**src/rtl/gpio_pkg.sv**
```systemverilog
// Shared definitions for the GPIO control slice: register indices,
// default pin count and the bus-response FSM states.
package gpio_pkg;

  localparam int DEFAULT_WIDTH = 8;

  localparam logic [2:0] ADDR_EN      = 3'd0;
  localparam logic [2:0] ADDR_DIR     = 3'd1;
  localparam logic [2:0] ADDR_OUT     = 3'd2;
  localparam logic [2:0] ADDR_IN      = 3'd3;
  localparam logic [2:0] ADDR_IE_MASK = 3'd4;
  localparam logic [2:0] ADDR_EDGE    = 3'd5;
  localparam logic [2:0] ADDR_STATUS  = 3'd6;

  typedef enum logic {
    ST_IDLE = 1'b0,
    ST_RESP = 1'b1
  } state_t;

endpackage

```
**src/rtl/gpio_sync_edge.sv**
```systemverilog
// Per-pin input synchroniser chain followed by a delay flop, giving the
// synchronised value and single-cycle rise/fall strobes.
module gpio_sync_edge #(
  parameter int WIDTH       = 8,
  parameter int SYNC_STAGES = 2
) (
  input  logic             clk,
  input  logic             rst,
  input  logic [WIDTH-1:0] din,
  output logic [WIDTH-1:0] sync,
  output logic [WIDTH-1:0] rise,
  output logic [WIDTH-1:0] fall
);

  logic [WIDTH-1:0] chain [SYNC_STAGES];
  logic [WIDTH-1:0] sync_d;

  always_ff @(posedge clk or negedge rst) begin
    if (!rst) begin
      for (int i = 0; i < SYNC_STAGES; i++) chain[i] <= '0;
      sync_d <= '0;
    end else begin
      chain[0] <= din;
      for (int i = 1; i < SYNC_STAGES; i++) chain[i] <= chain[i-1];
      sync_d <= chain[SYNC_STAGES-1];
    end
  end

  assign sync = chain[SYNC_STAGES-1];
  assign rise = sync & ~sync_d;
  assign fall = ~sync & sync_d;

endmodule

```
**src/rtl/gpio_ctrl.sv**
```systemverilog
// GPIO control/status register block: bus register port with a one-cycle
// read response, pin configuration registers and a maskable edge interrupt.
module gpio_ctrl
  import gpio_pkg::*;
#(
  parameter int WIDTH       = DEFAULT_WIDTH,
  parameter int SYNC_STAGES = 2
) (
  input  logic             clk,
  input  logic             rst,
  input  logic             bus_valid,
  output logic             bus_ready,
  input  logic             bus_we,
  input  logic [2:0]       bus_addr,
  input  logic [WIDTH-1:0] bus_wdata,
  output logic             bus_rvalid,
  output logic [WIDTH-1:0] bus_rdata,
  output logic [WIDTH-1:0] gpio_en,
  output logic [WIDTH-1:0] gpio_dir,
  output logic [WIDTH-1:0] gpio_out,
  input  logic [WIDTH-1:0] gpio_in,
  output logic             irq
);

  // Handshake: a request transfers on a rising edge where bus_valid and
  // bus_ready are both 1; the response (bus_rvalid) follows on the next cycle.

  state_t           state;
  logic             ready_q;
  logic             rvalid_q;
  logic [WIDTH-1:0] rdata_q;
  logic             irq_q;

  logic [WIDTH-1:0] en_q, dir_q, out_q, ie_q, edge_q, status_q;
  logic [WIDTH-1:0] sync, rise, fall;
  logic [WIDTH-1:0] evt, w1c_mask, rd_val;
  logic             accept, wr;

  gpio_sync_edge #(
    .WIDTH       (WIDTH),
    .SYNC_STAGES (SYNC_STAGES)
  ) u_sync_edge (
    .clk  (clk),
    .rst  (rst),
    .din  (gpio_in),
    .sync (sync),
    .rise (rise),
    .fall (fall)
  );

  assign accept = bus_valid & ready_q;
  assign wr     = accept & bus_we;

  // Only enabled input pins can flag an event, in the direction EDGE selects.
  assign evt      = en_q & dir_q & ((edge_q & rise) | (~edge_q & fall));
  assign w1c_mask = (wr && bus_addr == ADDR_STATUS) ? bus_wdata : '0;

  always_comb begin
    rd_val = '0;
    case (bus_addr)
      ADDR_EN:      rd_val = en_q;
      ADDR_DIR:     rd_val = dir_q;
      ADDR_OUT:     rd_val = out_q;
      ADDR_IN:      rd_val = sync;
      ADDR_IE_MASK: rd_val = ie_q;
      ADDR_EDGE:    rd_val = edge_q;
      ADDR_STATUS:  rd_val = status_q;
      default:      rd_val = '0;
    endcase
  end

  // Bus response FSM; ready stays low through reset and every RESP cycle.
  always_ff @(posedge clk or negedge rst) begin
    if (!rst) begin
      state    <= ST_IDLE;
      ready_q  <= 1'b0;
      rvalid_q <= 1'b0;
      rdata_q  <= '0;
    end else begin
      case (state)
        ST_IDLE: begin
          if (accept) begin
            state    <= ST_RESP;
            ready_q  <= 1'b0;
            rvalid_q <= 1'b1;
            rdata_q  <= bus_we ? '0 : rd_val;
          end else begin
            ready_q  <= 1'b1;
            rvalid_q <= 1'b0;
            rdata_q  <= '0;
          end
        end
        ST_RESP: begin
          state    <= ST_IDLE;
          ready_q  <= 1'b1;
          rvalid_q <= 1'b0;
          rdata_q  <= '0;
        end
        default: begin
          state    <= ST_IDLE;
          ready_q  <= 1'b0;
          rvalid_q <= 1'b0;
          rdata_q  <= '0;
        end
      endcase
    end
  end

  always_ff @(posedge clk or negedge rst) begin
    if (!rst) begin
      en_q   <= '0;
      dir_q  <= '0;
      out_q  <= '0;
      ie_q   <= '0;
      edge_q <= '0;
    end else if (wr) begin
      case (bus_addr)
        ADDR_EN:      en_q   <= bus_wdata;
        ADDR_DIR:     dir_q  <= bus_wdata;
        ADDR_OUT:     out_q  <= bus_wdata;
        ADDR_IE_MASK: ie_q   <= bus_wdata;
        ADDR_EDGE:    edge_q <= bus_wdata;
        default:      ;
      endcase
    end
  end

  // A new event wins over a same-cycle clear of that bit.
  always_ff @(posedge clk or negedge rst) begin
    if (!rst) begin
      status_q <= '0;
      irq_q    <= 1'b0;
    end else begin
      status_q <= (status_q & ~w1c_mask) | evt;
      irq_q    <= |(status_q & ie_q);
    end
  end

  assign bus_ready  = ready_q;
  assign bus_rvalid = rvalid_q;
  assign bus_rdata  = rdata_q;
  assign gpio_en    = en_q;
  assign gpio_dir   = dir_q;
  assign gpio_out   = out_q;
  assign irq        = irq_q;

endmodule

```
**config.mk**
```make
export PLATFORM = sky130hd
export DESIGN_NAME = gpio_ctrl
export DESIGN_NICKNAME = d
export VERILOG_FILES = /design/src/rtl/gpio_pkg.sv /design/src/rtl/gpio_sync_edge.sv /design/src/rtl/gpio_ctrl.sv
export SDC_FILE = /design/constraint.sdc
export NUM_CORES = 1
export LEC_CHECK = 0
export BUFFER_PORTS_ARGS = -buffer_cell sky130_fd_sc_hd__clkbuf_2
export CAP_MARGIN = 20
export CELL_PAD_IN_SITES_DETAIL_PLACEMENT = 2
export CELL_PAD_IN_SITES_GLOBAL_PLACEMENT = 2
export CORE_ASPECT_RATIO = 0.8
export CORE_MARGIN = 5
export CORE_UTILIZATION = 25
export DETAILED_ROUTE_END_ITERATION = 7
export PLACE_DENSITY_LB_ADDON = 0.3
export SETUP_SLACK_MARGIN = 0.3
export SLEW_MARGIN = 20
export SYNTH_ARGS = -nofsm -noshare
export SYNTH_HDL_FRONTEND = slang
export SYNTH_SLANG_ARGS = --single-unit
```
**constraint.sdc**
```tcl
create_clock -name clk -period 1.9 [get_ports clk]
set_input_delay 0.19 -clock clk [delete_from_list [all_inputs] [get_ports clk]]
set_output_delay 0.19 -clock clk [all_outputs]
set_load 0.1 [all_outputs]
```
* Yosys cells after proc, flatten, opt, wreduce, memory -nomap -nowiden
Index checks and enable logic that the tools add are counted.
Cells by class: add/subtract/negate cells 0, $mul 0, divide/modulo/power cells 0, magnitude comparators 0, equality and inequality tests 6, shift operators 0, multiplexer cells 9, bitwise operators 17, reduce and logical (&&, ||, !) cells 8
Operators with widths (number):
- $and A8 B8 Y8 | 8
- $pmux W8 S7 | 1
- $not A8 Y8 | 4
- $mux W8 | 3
- $or A8 B8 Y8 | 2
- $pmux W8 S2 | 1
- $reduce_and A2 Y1 | 5
- $eq A3 B3 Y1 const B | 3
- $reduce_or A8 Y1 | 1
- $eq A3 B2 Y1 const B | 2
- $pmux W1 S2 | 2
- $eq A3 B1 Y1 const B | 1
- $logic_not A3 Y1 | 1
- $and A1 B1 Y1 | 2
- $mux W1 | 2
- $logic_and A1 B1 Y1 | 1
- $not A1 Y1 | 1
Word-level totals: flip-flop bits (word level) 83, latch bits 0, RAM bits 0, bits in read-only memories 0, input bits 23, logic and storage cells 53, memories kept 0

* Depth between registers and ports, before layout
Gate-level depths: netlist (run 1).
depth in word-level cells 7, depth in mapped cells 6

* Cells and area by module
Synthesis (run 1) repeated with hierarchy kept, for this count alone.
Unflattened totals: cells, all modules 269, area, all modules 3654.8 µm²
Modules (own cells, without submodules):
- gpio_ctrl | times used 1, cells an instance 221, area an instance 2854.0 µm²
- gpio_sync_edge | times used 1, cells an instance 48, area an instance 800.8 µm²

* Worst setup path after synthesis (run 1)
Ideal clock, no wire load.
path kind flip-flop to flip-flop, from reg ready_q, in the netlist bus_ready, to reg en_q[7], in the netlist gpio_en[7], setup time 0.126 ns, arrival time 2.101 ns, required time 1.774 ns, slack -0.327 ns, cell stages (with the launch flop) 5, path buffers 1, clock period less this slack 2.227 ns, path through dfrtp_1 > nand3_1 > or4_1 > buf_6 > mux2_4
Between the ends: word-level cells in the longest chain between the ends 3
Ends and longest elaborated chain:
- start: declaration | RTL line gpio_ctrl.sv:29 | logic ready_q;
- start signal: assignment | RTL line gpio_ctrl.sv:76 | ready_q <= 1'b0;
- start signal: assignment | RTL line gpio_ctrl.sv:84 | ready_q <= 1'b0;
- start signal: assignment | RTL line gpio_ctrl.sv:88 | ready_q <= 1'b1;
- $and A1 B1 Y1 | RTL line gpio_ctrl.sv:51 | assign accept = bus_valid & ready_q;
- $and A1 B1 Y1 | RTL line gpio_ctrl.sv:52 | assign wr = accept & bus_we;
- $reduce_and A2 Y1 (no source line)
- end signal: assignment | RTL line gpio_ctrl.sv:118 | ADDR_EN: en_q <= bus_wdata;
- end: declaration | RTL line gpio_ctrl.sv:34 | logic [WIDTH-1:0] en_q, dir_q, out_q, ie_q, edge_q, status_q;
No other way between the ends. A chain may end at the register's enable or synchronous reset.

* Final worst setup path (run 1)
from reg ready_q, in the netlist bus_ready, to reg en_q[0], in the netlist gpio_en[0]
Same word-level chain as after synthesis.

==> flow_summary.toml, run 1 <==
[layout]
finalNetCount = 376
nFillCells = 1493
share_of_final_layout_standard_cells_stronger_than_drive_strength_1_pct = 42.5
fin_cells = 538
mostFrequentLayoutCells = "sky130_fd_sc_hd__dfrtp_1 (82), sky130_fd_sc_hd__clkbuf_2 (56), sky130_fd_sc_hd__mux2_2 (48)"
multi_input_area_mm2 = 0.00134
layout.cells.most_common = "sky130_fd_sc_hd__dfrtp_1"
total_inserted_antenna_cells = 0
layout.area.seq_mm2 = 0.00208
syn2layout_area_growth_pct = 28.7

[timing]
skew_ns = 0.00738
final_min_period_over_clock_period_pct = 81.7
hold_viol_final = 0
rsz0062_at_grt = "no"
timing_max_transition_violations_final = 0
maxSlewHeadroom_pct = 46.0
setup_viol_count_final = 0
layout_min_cycle_time_ns = 1.55
totalNegativeSetupSlack_ns = 0
maximum_clock_rate_mhz = 644
worst-slew-pin-transition_ns = 0.809

[synthesis]
library_cells_used_by_synthesis = 26
yosysWarnings = 0
postSynthRegisterBits = 83
avgSynthCellArea_um2 = 12.9
mappedNetlistNets = 293
synthesis.area_mm2 = 0.00347
ys_seq_area_share_pct = 59.8
postSynthCellCount = 270

[worst_setup_path]
end_kind = "register"
setup.worst_path.class = "reg -> reg"
cp_slowest_cell = "sky130_fd_sc_hd__or4_4"
timing.critical_path.required_ns = 2.12
max_stage_delay_ns = 0.57
cp-start-kind = "register"
crit_path_cell_trace = "nand3_4, or4_4, mux2_4"
worst-path-max-fanout = 8
timing.critical_path.max_delay_family = "simple AND/OR/NAND/NOR gates"
worst-endpoint-arrival_ns = 1.77
crit_buf_inv = 0

[floorplanning]
dieHeight_um = 115
placement_rows = 38
floorplan.core_area_mm2 = 0.0136
fp.dieArea_mm2 = 0.0164
ios = 58
floorplan.die.width_um = 142
initial_core_util_pct = 25.5

[outcome]
status = "completed"

[worst_hold_path]
worst_hold_path_class = "in -> reg"

[grt]
grt_antenna_before_repair = 0
grt_overflow_total = 0
grt_first_pass_wirelength_um = 16800
number_of_global_route_vias_before_repair = 2859
grt_max_degree = 57
groute.usage.overall_pct = 13.7

[clock_tree]
numClockSinks = 83
clkSlewWorstSetupHoldPaths_ns = 0.06
insertion_delay_ns = 0.34
tritoncts = "built"
clk_path_buf_depth = 2
h-tree-depth = 3
root_buffer = "sky130_fd_sc_hd__clkbuf_16"
cts_inserted_buffers = 9

[power]
pwr_density_cell_mw_per_mm2 = 1400
power_leakage_nw = 2.01
power.ir.vdd_worst_mv = 0.594

[routing]
final_antenna_net_count = 0
dr.pass1.iters = 4
routed_wirelength_um = 10400
vias_after_detailed_routing = 2532
drc_errors = 0
vias_per_cell = 4.71
detail_route.iter0.violations = 104
wire_per_inst_um = 19.4

[placement]
hpwl_um = 7450
buffer_ports.inserted = 57
routabilityCongestion = 0.739
place.detailed.instances = 513

[run]
drv_cap = 0
## layer usage
layer  wire, um  vias up  share of wire (%)  track usage, %
li1           -     1141                  -               -
met4        106        0                1.0            3.84
met3        419        9                4.0            3.74
met2       4890       57                 47            21.5
met1       5010     1325                 48            18.7
met5          0        -                  0               0
## synth_stat cells, drive strengths merged
library cell  instances  area share [%]
a31oi                 9             1.6
a32oi                 8             2.0
nand2                34             3.7
or3                   1            0.18
nor2b                 2            0.36
or4                   1            0.22
o21ai                16             2.3
inv                   2            0.22
nand2b               10             1.8
a21oi                 8             1.2
nand3                 1            0.14
mux2                 56              19
nor2                 11             1.3
or2                   1            0.18
nand4                 2            0.36
clkbuf                3            0.32
dfrtp                83              60
nor3                  2            0.58
buf                   8             1.6
a32o                  8             2.3
a22oi                 4            0.87
## sequential cells by signal, indices dropped and copies added, names as in the netlist
name and count:
bus_ready 1, u_sync_edge.sync 8, edge_q 8, status_q 8, gpio_out 8, bus_rvalid 1, ie_q 8, u_sync_edge.sync_d 8
bus_rdata 8, u_sync_edge.chain 8, gpio_en 8, gpio_dir 8, irq 1
## report_power, final
group          leakage (nW)  switching, mW  internal, mW
Sequential             1.02          0.347          2.12
Combinational         0.844           1.49         0.549
Clock                 0.146          0.694          1.03
## worst paths after layout
path	from	end	slack (ns)	cells after the start
setup / recovery	bus_ready	gpio_en[0]	0.35	3
hold / removal	bus_wdata[1]	gpio_en[1]	0.19	2
setup reg to reg	bus_ready	gpio_en[0]	0.35	3
hold reg to reg	u_sync_edge.chain[15]	u_sync_edge.sync[7]	0.35	0
max in group asynchronous	rst	bus_ready	0.90	3
min in group asynchronous	rst	u_sync_edge.chain[12]	0.33	2
## layout make-up
type                            count  share of cell area (%)
Clock buffer                       15                    6.44
Clock inverter                      1                   0.112
Inverter                            2                   0.168
Multi-Input combinational cell    174                    30.1
Sequential cell                    83                    46.6
Tap cell                          180                    5.04
Timing Repair Buffer               83                    11.6
## what timing repair did
item                                    CTS  global route
resized for setup                         1             0
endpoints found under the setup margin    8             0
hold endpoints to repair                 35             0
hold buffers                              9             0
setup buffers                             0             0
## worst register-to-register path: cells and delay by family, from the launching register on
kind             cells  cell delay (ns)
AND/OR/NAND/NOR      2             0.66
flip-flops           1             0.44
multiplexers         1             0.35
## cell families after synthesis
family	Yosys count	share of synthesized area (%)
buffers and inverters	13	2.09
DFF	83	59.8
muxes	56	19.0
AOI/OAI and AO/OA	53	10.3
and+or+nand+nor	65	8.76
## through the flow
stage	setup WS [ns]	cell area [um2]	util [%]	power, mW	hold slack, ns
6_report	0.347	4470	32.8	6.24	0.187
5_1_grt	0.314	4470	32.8	6.54	0.191
4_1_cts	0.342	4470	32.8	6.34	0.175
3_5_place_dp	0.273	4080	30.0	4.56	0.149
3_3_place_gp	0.309	4080	30.0	4.50	0.147
2_1_floorplan	0.180	3500	-	4.04	-0.106
No activity file was read; power rests on OpenSTA's default activity.
==> inputs of run 2 (changes only) <==
- ABC_AREA: not set -> 1
- clock period: 1.9 -> 1.3 ns (I/O delays scaled with it)
==> run 2 against run 1 <==
The flow now finishes with violations (negative setup slack). Worst hold slack worse by 0.17 ns. Sequential share of layout area down 11 points. Critical path depth up 5. First-iteration DRC count up 19%. Sequential cell count unchanged. Fmax up 16%. Critical path type unchanged.
==> flow_summary.toml, run 2 <==
[timing]
finalHoldWorstSlack_ns = 0.0165
skew_ns = 0.00759
worst-slew-pin-transition_ns = 0.420
finalWorstSetupSlack_ns = -0.0398
totalNegativeSetupSlack_ns = -0.258
maxSlewHeadroom_pct = 72.0
setup_viol_count_final = 9
layout_min_cycle_time_ns = 1.34
hold_viol_final = 0
timing_max_transition_violations_final = 0
final_min_period_over_clock_period_pct = 103
rsz0062_at_grt = "yes"
maximum_clock_rate_mhz = 746

[synthesis]
ys.flop_type = "sky130_fd_sc_hd__dfrtp_1"
avgSynthCellArea_um2 = 9.27
ys_seq_area_share_pct = 56.3
synth.cells.most_frequent = "sky130_fd_sc_hd__dfrtp_1 (83), sky130_fd_sc_hd__nand2_1 (81), sky130_fd_sc_hd__nand4_1 (42), sky130_fd_sc_hd__nor2_1 (40), sky130_fd_sc_hd__inv_1 (35)"
synthesis.area_mm2 = 0.00369
synth_area_leaders = "sky130_fd_sc_hd__dfrtp_1 (56%), sky130_fd_sc_hd__nand2_1 (8.2%), sky130_fd_sc_hd__nand4_1 (7.1%)"
synthDominantAreaCellType = "sky130_fd_sc_hd__dfrtp_1"
postSynthCellCount = 398
synth_top_cell_area_share_pct = 56.3
mappedNetlistNets = 421
postSynth.asyncResetShare_pct = 100
synth-edff-count = 0
library_cells_used_by_synthesis = 26
postSynthRegisterBits = 83
post-synth-top-count-cell = "sky130_fd_sc_hd__dfrtp_1"
yosysWarnings = 0

[layout]
syn2layout_area_growth_pct = 62.1
layout.cells.most_common = "sky130_fd_sc_hd__nand2_1"
nFillCells = 1493
share_of_final_layout_standard_cells_stronger_than_drive_strength_1_pct = 47.9
finalNetCount = 542
utilization_pct = 41.6
mostFrequentLayoutCells = "sky130_fd_sc_hd__nand2_1 (69), sky130_fd_sc_hd__dfrtp_1 (48), sky130_fd_sc_hd__buf_12 (47)"
layout.area.seq_mm2 = 0.00212
total_inserted_antenna_cells = 0
multi_input_area_mm2 = 0.00161

[worst_setup_path]
cp-start-kind = "register"
setup.worst_path.class = "reg -> reg"
end_kind = "register"
worst-endpoint-arrival_ns = 1.62
worst-path-max-fanout = 8
timing.critical_path.required_ns = 1.58

[clock_tree]
clkSlewWorstSetupHoldPaths_ns = 0.06
cts_inserted_buffers = 9
clk_path_buf_depth = 2
h-tree-depth = 3
tritoncts = "built"
numClockSinks = 83
root_buffer = "sky130_fd_sc_hd__clkbuf_16"
insertion_delay_ns = 0.35

[routing]
drc_errors = 0
detail_route.iter0.violations = 124
vias_per_cell = 4.77
wire_per_inst_um = 19.0
dr.pass1.iters = 4
vias_after_detailed_routing = 3378
final_antenna_net_count = 0
routed_wirelength_um = 13500

[power]
pwr_density_cell_mw_per_mm2 = 1770
power.ir.vdd_worst_mv = 0.990
power_mw = 10.6
power_leakage_nw = 2.65

[grt]
grt_antenna_before_repair = 0
groute.usage.overall_pct = 15.7
grt_overflow_total = 0
grt_first_pass_wirelength_um = 21000
number_of_global_route_vias_before_repair = 3777
grt_max_degree = 25

[run]
drv_cap = 0

[floorplanning]
floorplan.die.width_um = 146
dieHeight_um = 119
floorplan.core_area_mm2 = 0.0144
fp.dieArea_mm2 = 0.0173
placement_rows = 39
ios = 58
initial_core_util_pct = 25.6

[placement]
routabilityCongestion = 0.811
hpwl_um = 9200
buffer_ports.inserted = 57

[outcome]
failed_checks = "negative setup slack"
status = "complete, but fails checks"

[worst_hold_path]
worst_hold_path_class = "in -> reg"
==> run 2: changes by cell type after synthesis, moves of 13 or more <==
| cell | change |
|---|---|
| sky130_fd_sc_hd__a21oi_1 | +13 |
| sky130_fd_sc_hd__nand2_1 | +47 |
| sky130_fd_sc_hd__nor2_1 | +30 |
| sky130_fd_sc_hd__inv_1 | +33 |
| sky130_fd_sc_hd__nand3_1 | +18 |
| sky130_fd_sc_hd__mux2_2 | -48 |
| sky130_fd_sc_hd__nand4_1 | +40 |
==> run 2: worst max-delay path, cell delays in order, from the launching register on <==
cell                      delay [ns]
sky130_fd_sc_hd__dfrtp_4        0.42
sky130_fd_sc_hd__nand2_4        0.06
sky130_fd_sc_hd__nor2_4         0.12
sky130_fd_sc_hd__buf_6          0.13
sky130_fd_sc_hd__inv_6          0.04
sky130_fd_sc_hd__nor2_4         0.17
sky130_fd_sc_hd__buf_12         0.18
sky130_fd_sc_hd__nor2_2         0.05
sky130_fd_sc_hd__a21oi_2        0.10
==> run 2: stage by stage <==
stage / std cells / setup WS [ns] / area [um2]
6_report: 708 / -0.0398 / 5980
4_1_cts: 702 / -0.0206 / 5810
5_1_grt: 708 / -0.0914 / 5980
2_1_floorplan: 398 / -0.189 / 3800
3_3_place_gp: 651 / 0.00127 / 4930
3_5_place_dp: 651 / -0.0894 / 4930
==> run 2: layout make-up <==
type	count	share of cell area, %
clock buffers	12	4.12
clock inverters	4	0.837
inverters	38	2.47
multi-input cells	259	26.9
flip-flops and latches	83	35.5
well taps	184	3.85
repair buffers	128	26.4
==> run 2: final timing paths <==
check / startpoint / end / slack [ns] / cells after the start
worst max-delay path: bus_ready / gpio_en[5] / -0.04 / 8
worst min-delay path: bus_wdata[5] / edge_q[5] / 0.02 / 3
worst max register to register: bus_ready / gpio_en[5] / -0.04 / 8
worst min register to register: u_sync_edge.chain[11] / u_sync_edge.sync[3] / 0.35 / 0
max in group asynchronous: rst / gpio_dir[7] / 0.56 / 3
min in group asynchronous: rst / gpio_en[1] / 0.26 / 2
==> run 2: kinds of logic after synthesis <==
| logic type | Yosys count | share of synthesized area (%) |
|---|---|---|
| compound gates | 65 | 9.93 |
| simple gates | 194 | 25.7 |
| flops | 83 | 56.3 |
| buf+inv | 56 | 8.14 |
==> run 2: where the power goes <==
group	switching, mW	total (mW)	leakage [nW]	internal [mW]
Clock	1.04	2.57	0.139	1.54
Combinational	2.66	4.35	1.57	1.70
Sequential	0.545	3.66	0.942	3.11
Total	4.24	10.6	2.65	6.35
==> run 2: what timing repair did <==
item / in CTS / in global routing
hold buffers: 9 / 0
cloned: 0 / 2
pin swaps: 5 / 8
buffers inserted: 26 / 4
endpoints found under the setup margin: 92 / 93
endpoints found under the hold margin: 29 / 0
resized for setup: 81 / 24
==> run 2: metal layers <==
| metal | share of wire, % | track usage (%) | vias up |
|---|---|---|---|
| li1 | - | - | 1588 |
| met1 | 45 | 19.6 | 1728 |
| met2 | 51 | 26.9 | 51 |
| met3 | 3.2 | 4.40 | 11 |
| met4 | 1.2 | 3.91 | 0 |
| met5 | 0 | 0 | - |
==> inputs of run 3 (changes only) <==
- RECOVER_POWER: not set -> 100
==> run 3 against run 2 <==
The flow still finishes with violations (negative setup slack). Wire length hardly changed. Cell count stayed put. Utilization is 0.30 points lower. Sequential cell count stayed put. Critical endpoint unchanged. Largest cell class unchanged. Highest routed layer unchanged.
==> flow_summary.toml, run 3 (synthesis results as in run 2) <==
[grt]
number_of_global_route_vias_before_repair = 3777
groute.usage.overall_pct = 15.7
grt_first_pass_wirelength_um = 21000
grt_max_degree = 25
grt_overflow_total = 0
grt_antenna_before_repair = 0

[layout]
syn2layout_area_growth_pct = 60.9
share_of_final_layout_standard_cells_stronger_than_drive_strength_1_pct = 47.9
fin_cells = 708
finalNetCount = 542
nFillCells = 1501
multi_input_area_mm2 = 0.00161
total_inserted_antenna_cells = 0
mostFrequentLayoutCells = "sky130_fd_sc_hd__nand2_1 (69), sky130_fd_sc_hd__dfrtp_1 (48), sky130_fd_sc_hd__buf_4 (45)"
layout.cells.most_common = "sky130_fd_sc_hd__nand2_1"
final_area_mm2 = 0.00594
layout.area.seq_mm2 = 0.00212

[clock_tree]
clkSlewWorstSetupHoldPaths_ns = 0.06
clk_path_buf_depth = 2
h-tree-depth = 3
tritoncts = "built"
numClockSinks = 83
cts_inserted_buffers = 9
insertion_delay_ns = 0.35
root_buffer = "sky130_fd_sc_hd__clkbuf_16"

[worst_setup_path]
timing.critical_path.required_ns = 1.58
regToRegSetupSlack_ns = -0.04
r2r-end = "gpio_en[5]"
setup.worst_path.class = "reg -> reg"
worst-path-max-fanout = 8
regToRegStartpoint = "bus_ready"
timing.reg2reg.worst_path_depth = 8
worst-endpoint-arrival_ns = 1.61
cp-start-kind = "register"
end_kind = "register"

[floorplanning]
fp.dieArea_mm2 = 0.0173
dieHeight_um = 119
ios = 58
placement_rows = 39
floorplan.core_area_mm2 = 0.0144
initial_core_util_pct = 25.6
floorplan.die.width_um = 146

[outcome]
failed_checks = "negative setup slack"
status = "complete, but fails checks"

[routing]
final_antenna_net_count = 0
vias_per_cell = 4.78
detail_route.iter0.violations = 117
wire_per_inst_um = 19.0
drc_errors = 0
routed_wirelength_um = 13500
vias_after_detailed_routing = 3386
dr.pass1.iters = 4

[power]
power.ir.vdd_worst_mv = 0.989
power_leakage_nw = 2.63
pwr_density_cell_mw_per_mm2 = 1780

[placement]
place.detailed.instances = 651
routabilityCongestion = 0.811
buffer_ports.inserted = 57
hpwl_um = 9200
place_area_mm2 = 0.00493

[timing]
layout_min_cycle_time_ns = 1.34
final_min_period_over_clock_period_pct = 103
worst-slew-pin-transition_ns = 0.705
setup_viol_count_final = 9
maxSlewHeadroom_pct = 53.0
finalWorstSetupSlack_ns = -0.0386
finalHoldWorstSlack_ns = 0.0198
timing_max_transition_violations_final = 0
rsz0062_at_grt = "yes"
hold_viol_final = 0
skew_ns = 0.00703
maximum_clock_rate_mhz = 747

[run]
drv_cap = 0

[worst_hold_path]
worst_hold_path.num_cells = 3
worst_hold_path_class = "in -> reg"
hp-start = "bus_wdata[5]"
min_delay_worst_endpoint = "edge_q[5]"
## run 3: metal layers
layer  vias to the layer above  track usage (%)  share of wire (%)
met5                         -                0                  0
met2                        45             26.9                 51
met1                      1744             19.6                 45
li1                       1586                -                  -
met4                         0             3.91                1.0
met3                        11             4.40                3.0
## run 3: critical path, stage by stage, from the launching register on
cell,delay (ns)
sky130_fd_sc_hd__dfrtp_4,0.42
sky130_fd_sc_hd__nand2_4,0.06
sky130_fd_sc_hd__nor2_4,0.12
sky130_fd_sc_hd__buf_6,0.13
sky130_fd_sc_hd__inv_6,0.04
sky130_fd_sc_hd__nor2_4,0.17
sky130_fd_sc_hd__buf_12,0.18
sky130_fd_sc_hd__nor2_2,0.05
sky130_fd_sc_hd__a21oi_2,0.10
## run 3: what timing repair did
| item | in CTS | in global routing |
|---|---|---|
| resized for setup | 81 | 24 |
| endpoints found under the hold margin | 29 | 0 |
| setup buffers | 26 | 4 |
| pin swaps | 5 | 8 |
| cloned | 0 | 2 |
| setup endpoints to repair | 92 | 93 |
| hold buffers | 9 | 0 |
## run 3: where the power goes
part | internal [mW] | switching, mW
combinational | 1.68 | 2.65
clock | 1.54 | 1.03
sequential | 3.11 | 0.546
total | 6.33 | 4.23
## run 3: worst max-delay path by stage
stage,startpoint,end,cells past startpoint
floorplan,bus_ready,status_q[0],5
global placement,bus_ready,status_q[7],6
detailed placement,bus_ready,status_q[0],6
CTS,bus_ready,gpio_out[3],7
global route,bus_ready,gpio_en[4],8
finish,bus_ready,gpio_en[5],8
## run 3: area by class of cell
type | count | area share, %
Clock inverter | 4 | 0.843
Clock buffer | 12 | 4.15
Tap cell | 184 | 3.88
Inverter | 38 | 2.49
Sequential cell | 83 | 35.7
Multi-Input combinational cell | 259 | 27.0
Timing Repair Buffer | 128 | 25.9
## run 3: through the flow
stage	setup TNS, ns	power (mW)	worst slack [ns]	util, %
finish	-0.219	10.6	-0.0386	41.3
global route	-2.01	11.1	-0.0914	41.3
CTS	-0.0697	10.5	-0.0206	40.4
detailed placement	-0.260	7.38	-0.0894	34.2
global placement	0	7.25	0.00127	34.2
floorplan	-5.92	5.82	-0.189	-
